File: src/rtl/div_pkg.sv
// Shared encodings and widths for the multi-cycle divider.
// DIV_SIGNED_EN (in div.sv) enables the signed path.
package div_pkg;

  typedef enum logic [1:0] {
    DivFree   = 2'b00,
    DivByZero = 2'b01,
    DivOn     = 2'b10,
    DivEnd    = 2'b11
  } div_state_e;

  localparam logic DivResultReady    = 1'b1;
  localparam logic DivResultNotReady = 1'b0;
  localparam logic DivStart          = 1'b1;
  localparam logic DivStop           = 1'b0;
  localparam int   DoubleRegBus      = 64;

endpackage

File: src/rtl/div_step.sv
// One restoring-division step: shift in a dividend bit,
// trial-subtract the divisor, keep the difference if no borrow.
module div_step #(
  parameter int DATA_W = 32
) (
  input  logic [DATA_W-1:0] rem,
  input  logic              bit_in,
  input  logic [DATA_W-1:0] divisor,
  output logic [DATA_W-1:0] rem_out,
  output logic              q
);

  logic [DATA_W:0] trial;
  logic [DATA_W:0] dvs;

  assign trial = {rem, bit_in};
  assign dvs   = {1'b0, divisor};
  assign q     = (trial >= dvs);
  // rem < divisor on entry, so a kept difference always fits
  assign rem_out = q ? DATA_W'(trial - dvs) : trial[DATA_W-1:0];

endmodule

File: src/rtl/div.sv
// Multi-cycle restoring divider for the execute stage.
// Define DIV_SIGNED_EN to build the signed (abs/negate) path.
module div
  import div_pkg::*;
#(
  parameter int DATA_W = 32
) (
  input  logic                  clk,
  input  logic                  rst,
  input  logic                  signed_div_i,
  input  logic [DATA_W-1:0]     opdata1_i,
  input  logic [DATA_W-1:0]     opdata2_i,
  input  logic                  start_i,
  input  logic                  annul_i,
  output logic [2*DATA_W-1:0]   result_o,
  output logic                  ready_o
);

  localparam int CW = $clog2(DATA_W + 1);

  div_state_e          state, state_n;
  logic [CW-1:0]       cnt, cnt_n;
  logic [DATA_W-1:0]   dvd, dvd_n;
  logic [DATA_W-1:0]   dvs, dvs_n;
  logic [DATA_W-1:0]   rem, rem_n;
  logic [DATA_W-1:0]   quo, quo_n;
  logic                ready_n;
  logic [2*DATA_W-1:0] res_n;
  logic [DATA_W-1:0]   step_rem;
  logic                step_q;
  logic [DATA_W-1:0]   fix_q, fix_r;
  logic [DATA_W-1:0]   in_a, in_b;

`ifdef DIV_SIGNED_EN
  logic sa, sb, sa_n, sb_n;
  logic neg_a, neg_b;

  assign neg_a = signed_div_i & opdata1_i[DATA_W-1];
  assign neg_b = signed_div_i & opdata2_i[DATA_W-1];
  assign in_a  = neg_a ? -opdata1_i : opdata1_i;
  assign in_b  = neg_b ? -opdata2_i : opdata2_i;
  assign fix_q = (sa ^ sb) ? -quo : quo;
  assign fix_r = sa ? -rem : rem;
`else
  logic unused_signed;

  assign unused_signed = signed_div_i;
  assign in_a  = opdata1_i;
  assign in_b  = opdata2_i;
  assign fix_q = quo;
  assign fix_r = rem;
`endif

  div_step #(.DATA_W(DATA_W)) u_step (
    .rem     (rem),
    .bit_in  (dvd[DATA_W-1]),
    .divisor (dvs),
    .rem_out (step_rem),
    .q       (step_q)
  );

  always_ff @(posedge clk) begin
    if (rst) begin
      state    <= DivFree;
      cnt      <= '0;
      dvd      <= '0;
      dvs      <= '0;
      rem      <= '0;
      quo      <= '0;
      ready_o  <= DivResultNotReady;
      result_o <= '0;
`ifdef DIV_SIGNED_EN
      sa       <= 1'b0;
      sb       <= 1'b0;
`endif
    end else begin
      state    <= state_n;
      cnt      <= cnt_n;
      dvd      <= dvd_n;
      dvs      <= dvs_n;
      rem      <= rem_n;
      quo      <= quo_n;
      ready_o  <= ready_n;
      result_o <= res_n;
`ifdef DIV_SIGNED_EN
      sa       <= sa_n;
      sb       <= sb_n;
`endif
    end
  end

  always_comb begin
    state_n = state;
    cnt_n   = cnt;
    dvd_n   = dvd;
    dvs_n   = dvs;
    rem_n   = rem;
    quo_n   = quo;
    ready_n = ready_o;
    res_n   = result_o;
`ifdef DIV_SIGNED_EN
    sa_n    = sa;
    sb_n    = sb;
`endif
    unique case (state)
      DivFree: begin
        if (start_i == DivStart && !annul_i) begin
          if (opdata2_i == '0) begin
            state_n = DivByZero;
          end else begin
            state_n = DivOn;
            cnt_n   = '0;
            dvd_n   = in_a;
            dvs_n   = in_b;
            rem_n   = '0;
            quo_n   = '0;
`ifdef DIV_SIGNED_EN
            sa_n    = neg_a;
            sb_n    = neg_b;
`endif
          end
        end
      end
      DivByZero: begin
        if (annul_i) begin
          state_n = DivFree;
          ready_n = DivResultNotReady;
          res_n   = '0;
        end else begin
          state_n = DivEnd;
          ready_n = DivResultReady;
          res_n   = '0;
        end
      end
      DivOn: begin
        if (annul_i) begin
          state_n = DivFree;
          ready_n = DivResultNotReady;
          res_n   = '0;
        end else if (cnt == CW'(DATA_W)) begin
          state_n = DivEnd;
          ready_n = DivResultReady;
          res_n   = {fix_r, fix_q};
        end else begin
          rem_n = step_rem;
          quo_n = {quo[DATA_W-2:0], step_q};
          dvd_n = {dvd[DATA_W-2:0], 1'b0};
          cnt_n = cnt + 1'b1;
        end
      end
      DivEnd: begin
        if (annul_i || start_i == DivStop) begin
          state_n = DivFree;
          ready_n = DivResultNotReady;
          res_n   = '0;
        end
      end
      default: begin
        state_n = DivFree;
        ready_n = DivResultNotReady;
        res_n   = '0;
      end
    endcase
  end

endmodule

File: config.mk
export PLATFORM = sky130hd
export DESIGN_NAME = div
export DESIGN_NICKNAME = d
export VERILOG_FILES = /design/src/rtl/div_pkg.sv /design/src/rtl/div_step.sv /design/src/rtl/div.sv
export SDC_FILE = /design/constraint.sdc
export NUM_CORES = 1
export LEC_CHECK = 0
export CAP_MARGIN = 20
export CORE_MARGIN = 2
export CORE_UTILIZATION = 59
export CTS_BUF_LIST = sky130_fd_sc_hd__clkbuf_4 sky130_fd_sc_hd__clkbuf_8
export DETAILED_ROUTE_END_ITERATION = 12
export PLACE_DENSITY = 0.85
export SYNTH_ARGS = -nofsm -noshare
export SYNTH_HDL_FRONTEND = slang
export SYNTH_SLANG_ARGS = --single-unit
File: constraint.sdc
create_clock -name clk -period 4.4 [get_ports clk]
set_clock_uncertainty 0.2 [all_clocks]
set_input_delay 0.88 -clock clk [delete_from_list [all_inputs] [get_ports clk]]
set_output_delay 0.88 -clock clk [all_outputs]
set_load 0.02 [all_outputs]
; After elaboration in Yosys (flattened, before gate mapping)
; Cells that the tools add are included.
; Widths: inputs -> output; s select.
[totals]
regBits = 201
latchBits = 0
mem_bits_rw = 0
romBits = 0
inputBits = 69
output_inout_bits = 65
wordCells = 69
memories = 0
[classes]
n_addsub = 2
multipliers = 0
div = 0
n_lt_le_gt_ge = 1
eq_ne = 10
shift = 0
mux = 35
n_bitwise = 2
n_reduce_logical = 11
[ops]
columns = operator, count
row1 = $mux 32, 11
row2 = $mux 64, 3
row3 = $pmux 32 s2, 3
row4 = $pmux 64 s3, 1
row5 = $ge 33x32->1, 1
row6 = $logic_not 32->1, 1
row7 = $sub 32x32->32, 1
row8 = $mux 6, 4
row9 = $mux 2, 6
row10 = $pmux 6 s2, 1
row11 = $ne 2x2->1 const B, 5
row12 = $reduce_and 3->1, 3
row13 = $pmux 2 s4, 1
row14 = $add 6x1->6 const B, 1
row15 = $eq 6x6->1 const B, 1
row16 = $reduce_and 5->1, 1
row17 = $eq 2x2->1 const B, 2
row18 = $mux 1, 4
row19 = $ne 3x3->1 const B, 1
row20 = $pmux 1 s3, 1
row21 = $reduce_bool 3->1, 1
row22 = $eq 2x1->1 const B, 1
row23 = $logic_not 2->1, 1
row24 = $not 1->1, 2
row25 = other kinds (4), 4

; Logic depth before layout (Yosys ltp)
; Gate-level depths: netlist of run 1.
[depth]
word_depth = 5
ltp_mapped = 14
ltp_nobuf = 12

; Hierarchy
; A second synthesis of run 1 with hierarchy kept.
[unflattened]
cells_unflattened = 1258
area_unflattened_um2 = 10602.7
[by_module_without_submodules]
columns = mod, instances, cells_each, area_each_um2, seq_area_each_um2
row1 = div, 1, 922, 8076.5, 4023.9
row2 = div_step, 1, 336, 2526.2, 0.0

; Worst setup path before layout of run 1
; No wires, ideal clock.
[synth_timing]
path_kind = reg-to-reg
from = register dvs[11]
to = register rem[20] (netlist: fix_r[20])
setup_ns = 0.126
arrival_time_ns = 2.567
required_time_ns = 4.074
setup_slack_ns = 1.508
stages_incl_launch_ff = 13
n_path_buf = 2
period_less_slack_ns = 2.892
path_cell_list = dfxtp_1 inv_1 ha_1 buf_2 nand4_1 or3_1 or4_1 o211a_1 a21boi_4 nor3b_1 buf_2 a22oi_1 o21ai_0
[synth_via]
elab_chain_cells = 5
elab_cells_between_ends = 6
classes_between = add/sub: 1 / order compare: 1 / mux: 4
[synth_rtl]
columns = item, line_no
row1 = "start, declared", div.sv:24  ; logic [DATA_W-1:0] dvs, dvs_n;
row2 = "start signal, assigned", div.sv:80  ; dvs <= dvs_n;
row3 = $sub 32x32->32 / $ge 33x32->1 (equally long branches), "div_step.sv:20, div_step.sv:18"
row4 = $mux 32 (*), div_step.sv:20  ; assign rem_out = q ? DATA_W'(trial - dvs) : trial[DATA_W-1:0];
row5 = $mux 32 (*), div.sv:140  ; end else if (cnt == CW'(DATA_W)) begin
row6 = $mux 32 (*), div.sv:136  ; if (annul_i) begin
row7 = $pmux 32 s2 (*), div.sv:105  ; unique case (state)
row8 = "end signal, assigned", div.sv:81  ; rem <= rem_n;
row9 = "end, declared", div.sv:25  ; logic [DATA_W-1:0] rem, rem_n;
; Mark *: on every way between the ends. The rest lies on a longest branch, timed or not. The select of a mux whose other input is x is not followed.
; A chain may end at the register's enable or synchronous reset.

; Worst setup path in the final report of run 1
[layout_timing]
from = register dvd[31]
to = register rem[15] (netlist: fix_r[15])
[layout_via]
elab_chain_cells = 5
elab_cells_between_ends = 6
classes_between = add/sub: 1 / order compare: 1 / mux: 4
[layout_rtl]
columns = item, line_no
row1 = "start, declared", div.sv:23  ; logic [DATA_W-1:0] dvd, dvd_n;
row2 = "start signal, assigned", div.sv:79  ; dvd <= dvd_n;
row3 = $sub 32x32->32 / $ge 33x32->1 (equally long branches), "div_step.sv:20, div_step.sv:18"
row4 = $mux 32 (*), div_step.sv:20
row5 = $mux 32 (*), div.sv:140
row6 = $mux 32 (*), div.sv:136
row7 = $pmux 32 s2 (*), div.sv:105
; Marks and branches as above.

==> results of run 1 <==
[registers in the layout, summed over array words and instances (netlist names)]
name and flops:
cnt 6, fix_r 32, dvd 32, ready_o 1, dvs 32, result_o 64
state 2, fix_q 32
[cells in the final DEF, fill, tap and decap left out, drive strengths merged, types with 5 or more instances in the layout]
master           n
o21bai           6
a31oi            6
nand4           13
xor2            17
o21ai           54
a21o            12
a22oi           11
nor4             9
nor2           104
dfxtp          201
a21oi          149
clkbuf          50
clkdlybuf4s50  131
nand3          100
a211oi          32
buf             15
nor2b            5
mux2i           64
inv             43
or3              5
ha              37
nand2          148
or2              5
a221oi           5
nand2b           6
xnor2           16
o21a             6
[Yosys cell counts, drive strengths merged, types with 6 or more instances]
master and instances:
a211oi 32, a21o 12, a21oi 149, a22oi 11, a31oi 6, buf 18, clkbuf 65, dfxtp 201
ha 37, inv 42, mux2i 64, nand2 148, nand2b 6, nand3 100, nand4 13, nor2 104
nor4 9, o21a 6, o21ai 54, o21bai 6, xnor2 16, xor2 17
[path summary, 6_finish.rpt]
path | slack (ps) | from | cells after the start | end
max | 840 | dvd[31] | 11 | fix_r[15]
min reg2reg | 250 | result_o[15] | 2 | result_o[15]
min | 250 | result_o[15] | 2 | result_o[15]
max reg2reg | 840 | dvd[31] | 11 | fix_r[15]
[power by group]
part,switching (uW),internal (uW),leakage (uW)
Combinational,2430,1390,0.00245
Clock,740,928,0.000355
Sequential,136,2010,0.00163
[kinds of logic after synthesis]
group | after synthesis | share of synthesized area (%)
DFF | 201 | 42.3
muxes | 64 | 6.73
AOI/OAI and AO/OA | 300 | 18.6
adders and majority gates | 38 | 5.07
buffers and inverters | 125 | 5.26
xor gates and xnor gates | 33 | 3.04
and+or+nand+nor | 409 | 19.1
[worst reg2reg max path: stages (launching register included)]
cell	delay [ps]
dfxtp_1	440
inv_1	70
ha_1	330
nand4_1	120
nor3_1	480
nand4b_1	180
or4_1	450
o211a_1	150
a21boi_4	140
buf_4	280
or2_1	440
o21ai_0	230
[metal layers]
metal	part of all wire [%]	global-route usage [%]	up-vias
met5	0	0	-
met4	2.3	8.70	0
met3	5.6	5.66	47
met2	49	46.3	242
met1	43	35.6	4096
li1	-	-	4304
[layout make-up]
class | count | area, um2
multi-input combinational | 844 | 5040
fill | 1263 | 4210
sequential | 201 | 4020
timing repair buffer | 146 | 1440
clock buffer | 50 | 638
tap | 216 | 270
inverter | 42 | 158
clock inverter | 6 | 38.8
[metrics by stage]
stage / utilization, % / power, uW / hold WS [ps] / instance area (um2) / worst slack, ps
3_3_place_gp: 69.0 / 5840 / 238 / 10900 / 501
6_report: 73.4 / 7640 / 248 / 11600 / 836
3_5_place_dp: 69.0 / 5910 / 244 / 10900 / 484
5_1_grt: 73.4 / 8160 / 270 / 11600 / 684
2_1_floorplan: - / 5110 / 232 / 9520 / 1510
4_1_cts: 73.3 / 7600 / 252 / 11600 / 887
==> metrics list, run 1 <==
* Top cells by area, synth: dfxtp_1 (42%), a21oi_1 (7.8%), mux2i_1 (6.7%)
- The first global-routing pass estimated 38400 um of wire.
- Num ports: 134
* Remaining DRCs: 0
- The count of buffers added on input and output ports is 132.
* Period utilization: 81.0%
* Setup CP Type: register to register
- The critical path contains buffers and inverters numbering 2 combined.
- After detailed routing, the total wire length is 23700 um.
- Across the run, the number of max-cap violations was 0.
- Across all layers, the routed design uses 8689 vias.
* Cell accounting for the most synthesized area: dfxtp_1
- Of all flip-flops after synthesis, the portion carrying an async set or reset was 0%.
- Synthesis produced 1170 cells.
- Seq cells post-synth: 201
* Final hold violation count: 0
- 1st-iter DRT viols: 735
- TritonCTS built the clock tree.
- CTS built an H-tree with a depth of 2.
- After clock tree synthesis, the clock-pin slew on the worst setup and hold paths is 60 ps.
- Peak supply drop: 584 uV
* Fmax: 0.281 GHz
- The number of hold buffers added after CTS was 0.
- Max-slew violation total from the final report: 0
* Netlist Area Pre-Place: 9520 um2
- The share of synthesized area in the top cell type comes to 42.3%.
* GPL Wtd Cong: 0.952
- The via count of the first global-routing pass is 8028.
- Largest stage delay on the critical path: 480 ps
* Worst path top cell family by delay: simple AND/OR/NAND/NOR gates
* Clock latency reported for the late side of the worst-skew pair: 530 ps
- Main flop type after synthesis: dfxtp_1
- Once the floorplan was initialized, standard cells occupied 60.2% of the core.
- LEAKAGE: 0.00443 uW
* Total global-route track usage: 27.5%
- WP data required: 4650 ps
- Row generation in the floorplan step produced 46 rows.
* Cell Chain, Critical Path: inv_1 -> ha_1 -> nand4_1 -> nor3_1 -> nand4b_1 -> or4_1 -> o211a_1 -> a21boi_4 -> buf_4 -> or2_1 -> o21ai_0
- Slowest stage cell on the critical path: nor3_1
- Die Outline Area: 17200 um2
* Setup repair after global routing missed its margin: false
* Antenna cells: 0
- After synthesis, the mean cell area works out to 8.14 um2.
* Die outline height: 131 um
* Areal power density over the cells: 658 nW/um2
- In this run the tightest slew margin relative to its limit is 29.3%.
* Number of cells in the finished layout apart from fillers: 1505
* Share of cells above drive strength 1: 6.44%
- First drt pass iteration count: 6
- Gates resized during post-CTS repair numbered 0.
- Endpoint type of the worst setup path: register
- Along the worst path, the maximum fanout reaches 42.
- # clock sinks: 201
* Synth cell types: 54
- Synthesized net count: 1277
* Synth-to-layout area growth: 22.0%
* Layout Nets: 1376
- The path class of the tightest hold or removal check is register to register.
* Summed negative setup slack over all endpoints: 0 ps
* Pin count of the biggest net entering global routing: 109
* Post-detailed-placement half-perimeter wirelength: 15700 um
* Number of enable-type register cells in the synthesized netlist: 0
- The run finished with clean final reports.
- DR vias/cell: 5.77
- Std-Cell Core Area: 15800 um2
* Startpoint kind of the worst setup timing path: register
- Yosys printed 0 warnings.
- Total instance count after detailed placement: 1448
* Part of the Yosys area used for sequential elements: 42.3%
* Final critical path time including I/O delays and setup: 3560 ps
- The detail route stage leaves a number of antenna-violating nets equal to 0.
* Post-CTS setup buffer count: 0
- Worst Tran Pin Value: 1060 ps
- For the worst setup path, the data arrival time is 3810 ps.
- Width of the chip: 131 um
- In this run, CTS created clock tree buffers numbering 34.
- Setup violations remaining at the end of the flow were counted as 0.
- Maximum buffer depth of the clock tree: 3
- Initial antenna violation count: 0
- The root buffer cell chosen for the clock tree is clkbuf_8.
- Average wire length per cell after detail routing: 15.8 um
* Overflow after GRT: 0
Note: power is estimated with default switching activity, not from simulation.
==> run 2, diff against run 1 <==
--- a/config.mk
+++ b/config.mk
@@ -7,10 +7,10 @@
 export LEC_CHECK = 0
 export CAP_MARGIN = 20
 export CORE_MARGIN = 2
-export CORE_UTILIZATION = 59
+export CORE_UTILIZATION = 51
 export CTS_BUF_LIST = sky130_fd_sc_hd__clkbuf_4 sky130_fd_sc_hd__clkbuf_8
 export DETAILED_ROUTE_END_ITERATION = 12
-export PLACE_DENSITY = 0.85
+export PLACE_DENSITY = 0.78
 export SYNTH_ARGS = -nofsm -noshare
 export SYNTH_HDL_FRONTEND = slang
 export SYNTH_SLANG_ARGS = --single-unit
==> constraint.sdc (replaced) <==
create_clock -name clk -period 3.2 [get_ports clk]
set_clock_uncertainty 0.2 [all_clocks]
set_input_delay 0.64 -clock clk [delete_from_list [all_inputs] [get_ports clk]]
set_output_delay 0.64 -clock clk [all_outputs]
set_load 0.02 [all_outputs]
==> run 2 against run 1 <==
Net effect: total power grew 49%; final area increased by 8.4%; final cell count is 7.6% higher; worst hold slack gained 0.81 ps; maximum frequency is 15% higher; clock power rose by 32%; via count increased by 3.6%.
==> metrics list, run 2 (synthesis results as in run 1) <==
- Largest register by flop count: result_o
* Number of flip-flops under the largest register name: 64 (unchanged)
- STA classifies the critical path startpoint as a register.
- Filler Cells Inserted: 1534 (+21%)
* Remaining antenna violation count after routing: 0 (unchanged)
- Relative to the synthesized area, the layout overhead comes to 32.2%.
- Antenna cells: 0 (unchanged)
* Width of the chip: 141 um (+7.3%)
* Initial Util: 52.5% (-7.7 points)
- The area of combinational cells with multiple inputs is 5180 um2 (+2.7%).
- The final max-slew violation count came to 0 (unchanged).
* Final setup fails: 0 (unchanged)
- The site row count was 49 (+6.5%).
- The H-tree depth came to 2 (unchanged).
* Initial antenna violation count: 0 (unchanged)
- The overall routing resource usage was 24.9% (-2.6 points).
* Hold-fix buffers at CTS: 0 (unchanged)
- Setup CP Type: register to register
- The routability congestion estimate from global placement is 0.949 (-0.29%).
* Hold Path Class: register to register
- Rel. slew slack: 34.0% (+4.7 points)
- The transition time at the pin with the least slew margin was 990 ps (-70.5 ps).
* Period utilization: 96.5% (+15 points)
- WP data required: 3420 ps (-1230 ps)
- Remaining DRCs: 0 (unchanged)
- Wire length reported by the detailed router: 25100 um (+5.8%)
- The total setup buffers inserted after CTS came to 0 (unchanged).
- The ratio of routed vias to standard cells came to 5.56 (-3.8%).
- Clock tree from TritonCTS: built
- The largest fanout of any net on the critical path came to 37 (-12%).
- The number of nets in the layout came to 1481 (+7.6%).
- The number of cells on the worst hold path came to 2 (unchanged).
- First drt pass iteration count: 5 (-1)
* Std-Cell Core Area: 18100 um2 (+15%)
- Clock latency reported for the late side of the worst-skew pair: 540 ps (about the same)
* Root cell of the clock tree: clkbuf_8
- 1st-iter DRT viols: 508 (-31%)
- STA classifies the critical path endpoint as a register.
- Final Power: 11300 uW (+49%)
* Die Outline Area: 19800 um2 (+15%)
- Clock slew seen by the registers of the worst setup and hold paths: 60 ps (about the same)
- Number of global-route vias before repair: 8608 (+7.2%)
* Worst-case reg-to-reg path depth: 11 (unchanged)
* Setup WS pre-CTS: -173 ps (-658 ps)
* Min setup slack post-route: 113 ps (-723 ps)
* Peak supply drop: 585 uV (+0.19%)
- Worst path arrival time: 3310 ps (-500 ps)
* LEAKAGE: 0.00497 uW (+12%)
- Commonest non-fill, non-tap cell in the layout: dfxtp_1
* Summed negative setup slack over all endpoints: 0 ps (unchanged)
- Final hold violation count: 0 (unchanged)
- The count of buffers from port buffering was 132 (unchanged).
- Global-route wire length before repair: 40900 um (+6.4%)
- The number of sinks handled by clock tree synthesis is 201 (unchanged).
* Final critical path time including I/O delays and setup: 3090 ps (-477 ps)
- Maximum buffer depth of the clock tree: 3 (unchanged)
- Overflow after GRT: 0 (unchanged)
- In the layout the commonest cells are dfxtp_1 (199), nand2_1 (147), a21oi_1 (147).
- The power per standard cell area came to 901 nW/um2 (+37%).
- DR vias: 9001 (+3.6%)
- The die height came to 141 um (+7.3%).
- The average wire per cell in the routed design is 15.5 um (-1.7%).
- The maximum operating frequency came to 0.324 GHz (+15%).
- Num ports: 134 (unchanged)
- Pin count of the biggest net entering global routing: 100 (-8.3%)
* Post-detailed-placement half-perimeter wirelength: 17400 um (+11%)
* Outcome: finished clean
* Reg area: 4030 um2 (about the same)
- Share of cells above drive strength 1: 14.9% (+8.4 points)
* Max-capacitance violation count: 0 (unchanged)
* Cts bufs inserted: 34 (unchanged)
==> run 2: stage by stage <==
stage | util [%] | cell area (um2) | hold slack (ps) | instances
floorplan | - | 9520 | 232 | 1170
global placement | 65.0 | 11800 | 239 | 1566
detailed placement | 65.0 | 11800 | 244 | 1567
CTS | 68.5 | 12400 | 245 | 1620
global route | 69.4 | 12600 | 269 | 1620
finish | 69.4 | 12600 | 249 | 1620
==> run 2: where the power goes <==
| group | leakage [uW] | internal [uW] | total, uW | switching, uW |
|---|---|---|---|---|
| sequential | 0.00163 | 2770 | 2950 | 179 |
| clock | 0.000344 | 1210 | 2210 | 1000 |
| combinational | 0.00299 | 2550 | 6190 | 3640 |
| total | 0.00497 | 6520 | 11300 | 4820 |
==> run 2: path summary, 6_finish.rpt <==
path | endpoint | startpoint | slack (ps)
setup / recovery | fix_r[0] | fix_r[9] | 110
setup reg to reg | fix_r[0] | fix_r[9] | 110
hold / removal | result_o[17] | result_o[17] | 250
hold reg to reg | result_o[17] | result_o[17] | 250
==> run 2: final cells by class <==
cell class                 count  area share [%]
timing repair buffer         251            18.3
multi-input combinational    844            41.1
clock inverter                 5           0.328
clock buffer                  48            4.75
inverter                      42            1.25
sequential                   201            32.0
tap                          229            2.28
==> run 2: layer usage <==
metal	global-route usage, %	wire [um]	share of wire, %
met5	0	0	0
met4	10.2	716	2.9
met3	4.79	1260	5.0
met2	41.6	12000	48
met1	31.8	11100	44
==> run 2: critical path, cell delays in order, from the launching register on <==
cell and delay (ps):
dfxtp_1 350, ha_1 320, nand4_1 140, or3_4 430, or4_4 540, o211a_1 150, a21boi_4 140, buf_6 150
buf_8 170, nand2_1 100, o21ai_0 80, a22o_1 180
==> run 2: repair_timing <==
action | 4_1_cts | 5_1_grt
setup endpoints to repair | 1 | 32
hold endpoints to repair | 0 | 0
gates resized for setup | 1 | 29
pin swaps | 0 | 3
==> run 3, diff against run 2 <==
--- a/config.mk
+++ b/config.mk
@@ -7,10 +7,10 @@
 export LEC_CHECK = 0
 export CAP_MARGIN = 20
 export CORE_MARGIN = 2
-export CORE_UTILIZATION = 51
+export CORE_UTILIZATION = 59
 export CTS_BUF_LIST = sky130_fd_sc_hd__clkbuf_4 sky130_fd_sc_hd__clkbuf_8
 export DETAILED_ROUTE_END_ITERATION = 12
-export PLACE_DENSITY = 0.78
+export PLACE_DENSITY = 0.85
 export SYNTH_ARGS = -nofsm -noshare
 export SYNTH_HDL_FRONTEND = slang
 export SYNTH_SLANG_ARGS = --single-unit
==> constraint.sdc (replaced) <==
create_clock -name clk -period 3.94 [get_ports clk]
set_clock_uncertainty 0.2 [all_clocks]
set_input_delay 0.788 -clock clk [delete_from_list [all_inputs] [get_ports clk]]
set_output_delay 0.788 -clock clk [all_outputs]
set_load 0.02 [all_outputs]
==> run 3 against run 2 <==
Net effect: final cell count down 6.5%; via count decreased by 2.6%; utilization increased by 4.9 points; critical path depth unchanged; final area fell by 6.7%; worst hold slack about the same; critical endpoint is now fix_r[23]; largest power group unchanged.
==> metrics list, run 3 (synthesis results as in run 1) <==
- The clock insertion delay at the later pin of the skew report is 520 ps (-20 ps).
- The DRC violations left came to 0 (unchanged).
- Std-Cell Core Area: 15800 um2 (-13%)
- Largest register by flop count: result_o
- The overall routing resource usage is 27.5% (+2.6 points).
- The detailed-routing iteration count for the pre-antenna-repair pass came to 5 (unchanged).
- Setup CP Type: register to register
- Final setup fails: 0 (unchanged)
- The largest fanout of any net on the critical path is 42 (+14%).
* Worst-case hold slack: 249 ps (-0.199 ps)
- The clock-pin slew reported for the worst setup and hold paths after clock tree synthesis came to 60 ps (about the same).
- The routability congestion estimate from global placement is 0.906 (-4.6%).
- The deepest clock path buffer count came to 3 (unchanged).
* LEAKAGE: 0.00450 uW (-9.3%)
- DR vias: 8770 (-2.6%)
- The area of the die is 17200 um2 (-13%).
- Number of flip-flops under the largest register name: 64 (unchanged)
* Initial antenna violation count: 0 (unchanged)
- The critical path data required time is 4210 ps (+790 ps).
* Endpoint type of the worst setup path: register
- Setup repair after global routing left no endpoint under its margin.
- The proportion of layout cells with a drive suffix above 1 was 7.09% (-7.8 points).
* H-tree depth reported by CTS: 2 (unchanged)
- The area of combinational cells with multiple inputs is 5040 um2 (-2.6%).
- The number of antenna-violating nets in the routed design is 0 (unchanged).
* Width of the chip: 131 um (-6.8%)
- The min-delay analysis places its worst path in the category register to register.
- The total wire length after detailed routing came to 23800 um (-5.1%).
- The die height was 131 um (-6.8%).
- The ratio of routed vias to standard cells came to 5.79 (+4.3%).
* Peak supply drop: 531 uV (-9.2%)
- Final critical path time including I/O delays and setup: 3530 ps (+444 ps)
- Port buffer count: 132 (unchanged)
* Antenna cells: 0 (unchanged)
- The count of hold buffers inserted by post-cts repair was 0 (unchanged).
- Layout Nets: 1380 (-6.8%)
- The final period utilization was 89.6% (-6.9 points).
- Leaving out fill and tap cells, the most frequent cells in the layout are dfxtp_1 (201), nand2_1 (148), a21oi_1 (148).
- The normalized max-slew margin came to 51.3% (+17 points).
- Filler Cells Inserted: 1174 (-23%)
- The boundary pin count was 134 (unchanged).
* Fmax: 0.283 GHz (-13%)
* Utilization after layout: 74.2% (+4.9 points)
- The data arrival time of the critical path came to 3800 ps (+490 ps).
- Initial Util: 60.2% (+7.7 points)
* Max-slew violation total from the final report: 0 (unchanged)
- 1st-iter DRT viols: 655 (+29%)
- The post-route setup TNS is 0 ps (unchanged).
* Number of global-route vias before repair: 8169 (-5.1%)
- The number of resized instances in the post-cts repair step is 0 (-1).
- The run finished with clean final reports.
- Post-detailed-placement half-perimeter wirelength: 16100 um (-7.5%)
* Reg area: 4020 um2 (about the same)
- The remaining global-route overflow was 0 (unchanged).
* Synth-to-layout area growth: 23.4%
* Clock tree from TritonCTS: built
- Worst Tran Pin Value: 731 ps (-259 ps)
* Global-route wire length before repair: 38500 um (-5.7%)
- Average wire length per cell after detail routing: 15.7 um (+1.6%)
- Cts bufs inserted: 34 (unchanged)
* Max-capacitance violation count: 0 (unchanged)
- Pin count of the biggest net entering global routing: 74 (-26%)
- The number of sinks handled by clock tree synthesis is 201 (unchanged).
- Post-CTS setup buffer count: 0 (unchanged)
- The count of final hold-check violations is 0 (unchanged).
* Placement row count: 46 (-6.1%)
- Areal power density over the cells: 746 nW/um2 (-17%)
- The root buffer cell chosen for the clock tree is clkbuf_8.
- Startpoint kind of the worst setup timing path: register
- Commonest non-fill, non-tap cell in the layout: dfxtp_1
## run 3: cell types whose count changed in the layout (fill, tap and decap cells not counted), moves of 4 or more
cell,change
buf_12,-4
clkbuf_8,+7
buf_4,-95
ha_1,+7
ha_4,-5
## run 3: worst max-delay path: stages, from the launching register on
cell	delay, ps
dfxtp_1	330
inv_1	50
ha_1	450
nand4_1	170
or3_1	440
or4_1	560
o211a_1	150
a21boi_4	140
buf_4	290
or3_1	390
a21oi_1	190
a221o_1	120
## run 3: worst paths after layout
kind                      from            to  cells after the start  slack [ps]
setup reg to reg        dvs[9]     fix_r[23]                     11         410
setup / recovery        dvs[9]     fix_r[23]                     11         410
hold reg to reg   result_o[33]  result_o[33]                      2         250
hold / removal    result_o[33]  result_o[33]                      2         250
## run 3: layer usage
| metal | global-route usage [%] | routed length, um | vias up |
|---|---|---|---|
| li1 | - | - | 4312 |
| met1 | 35.1 | 10100 | 4127 |
| met2 | 46.8 | 11600 | 285 |
| met3 | 5.25 | 1570 | 46 |
| met4 | 9.70 | 569 | 0 |
| met5 | 0 | 0 | - |
## run 3: final cells by class
class / instances / area share (%)
Clock inverter: 8 / 0.841
Clock buffer: 53 / 5.78
Inverter: 42 / 1.34
Timing Repair Buffer: 150 / 12.6
Multi-Input combinational cell: 844 / 42.9
Tap cell: 216 / 2.30
Sequential cell: 201 / 34.2
## run 3: metrics by stage
step	area, um2	worst slack [ps]	cells	power, uW
floorplan	9520	1050	1170	5710
global placement	11000	159	1452	6570
detailed placement	11000	294	1453	6640
CTS	11800	438	1514	8730
global route	11800	162	1514	9330
finish	11800	409	1514	8760
## run 3: report_power, final
part	leakage, uW	internal (uW)	switching [uW]
combinational	0.00247	1560	2730
sequential	0.00163	2250	153
clock	0.000405	1230	840
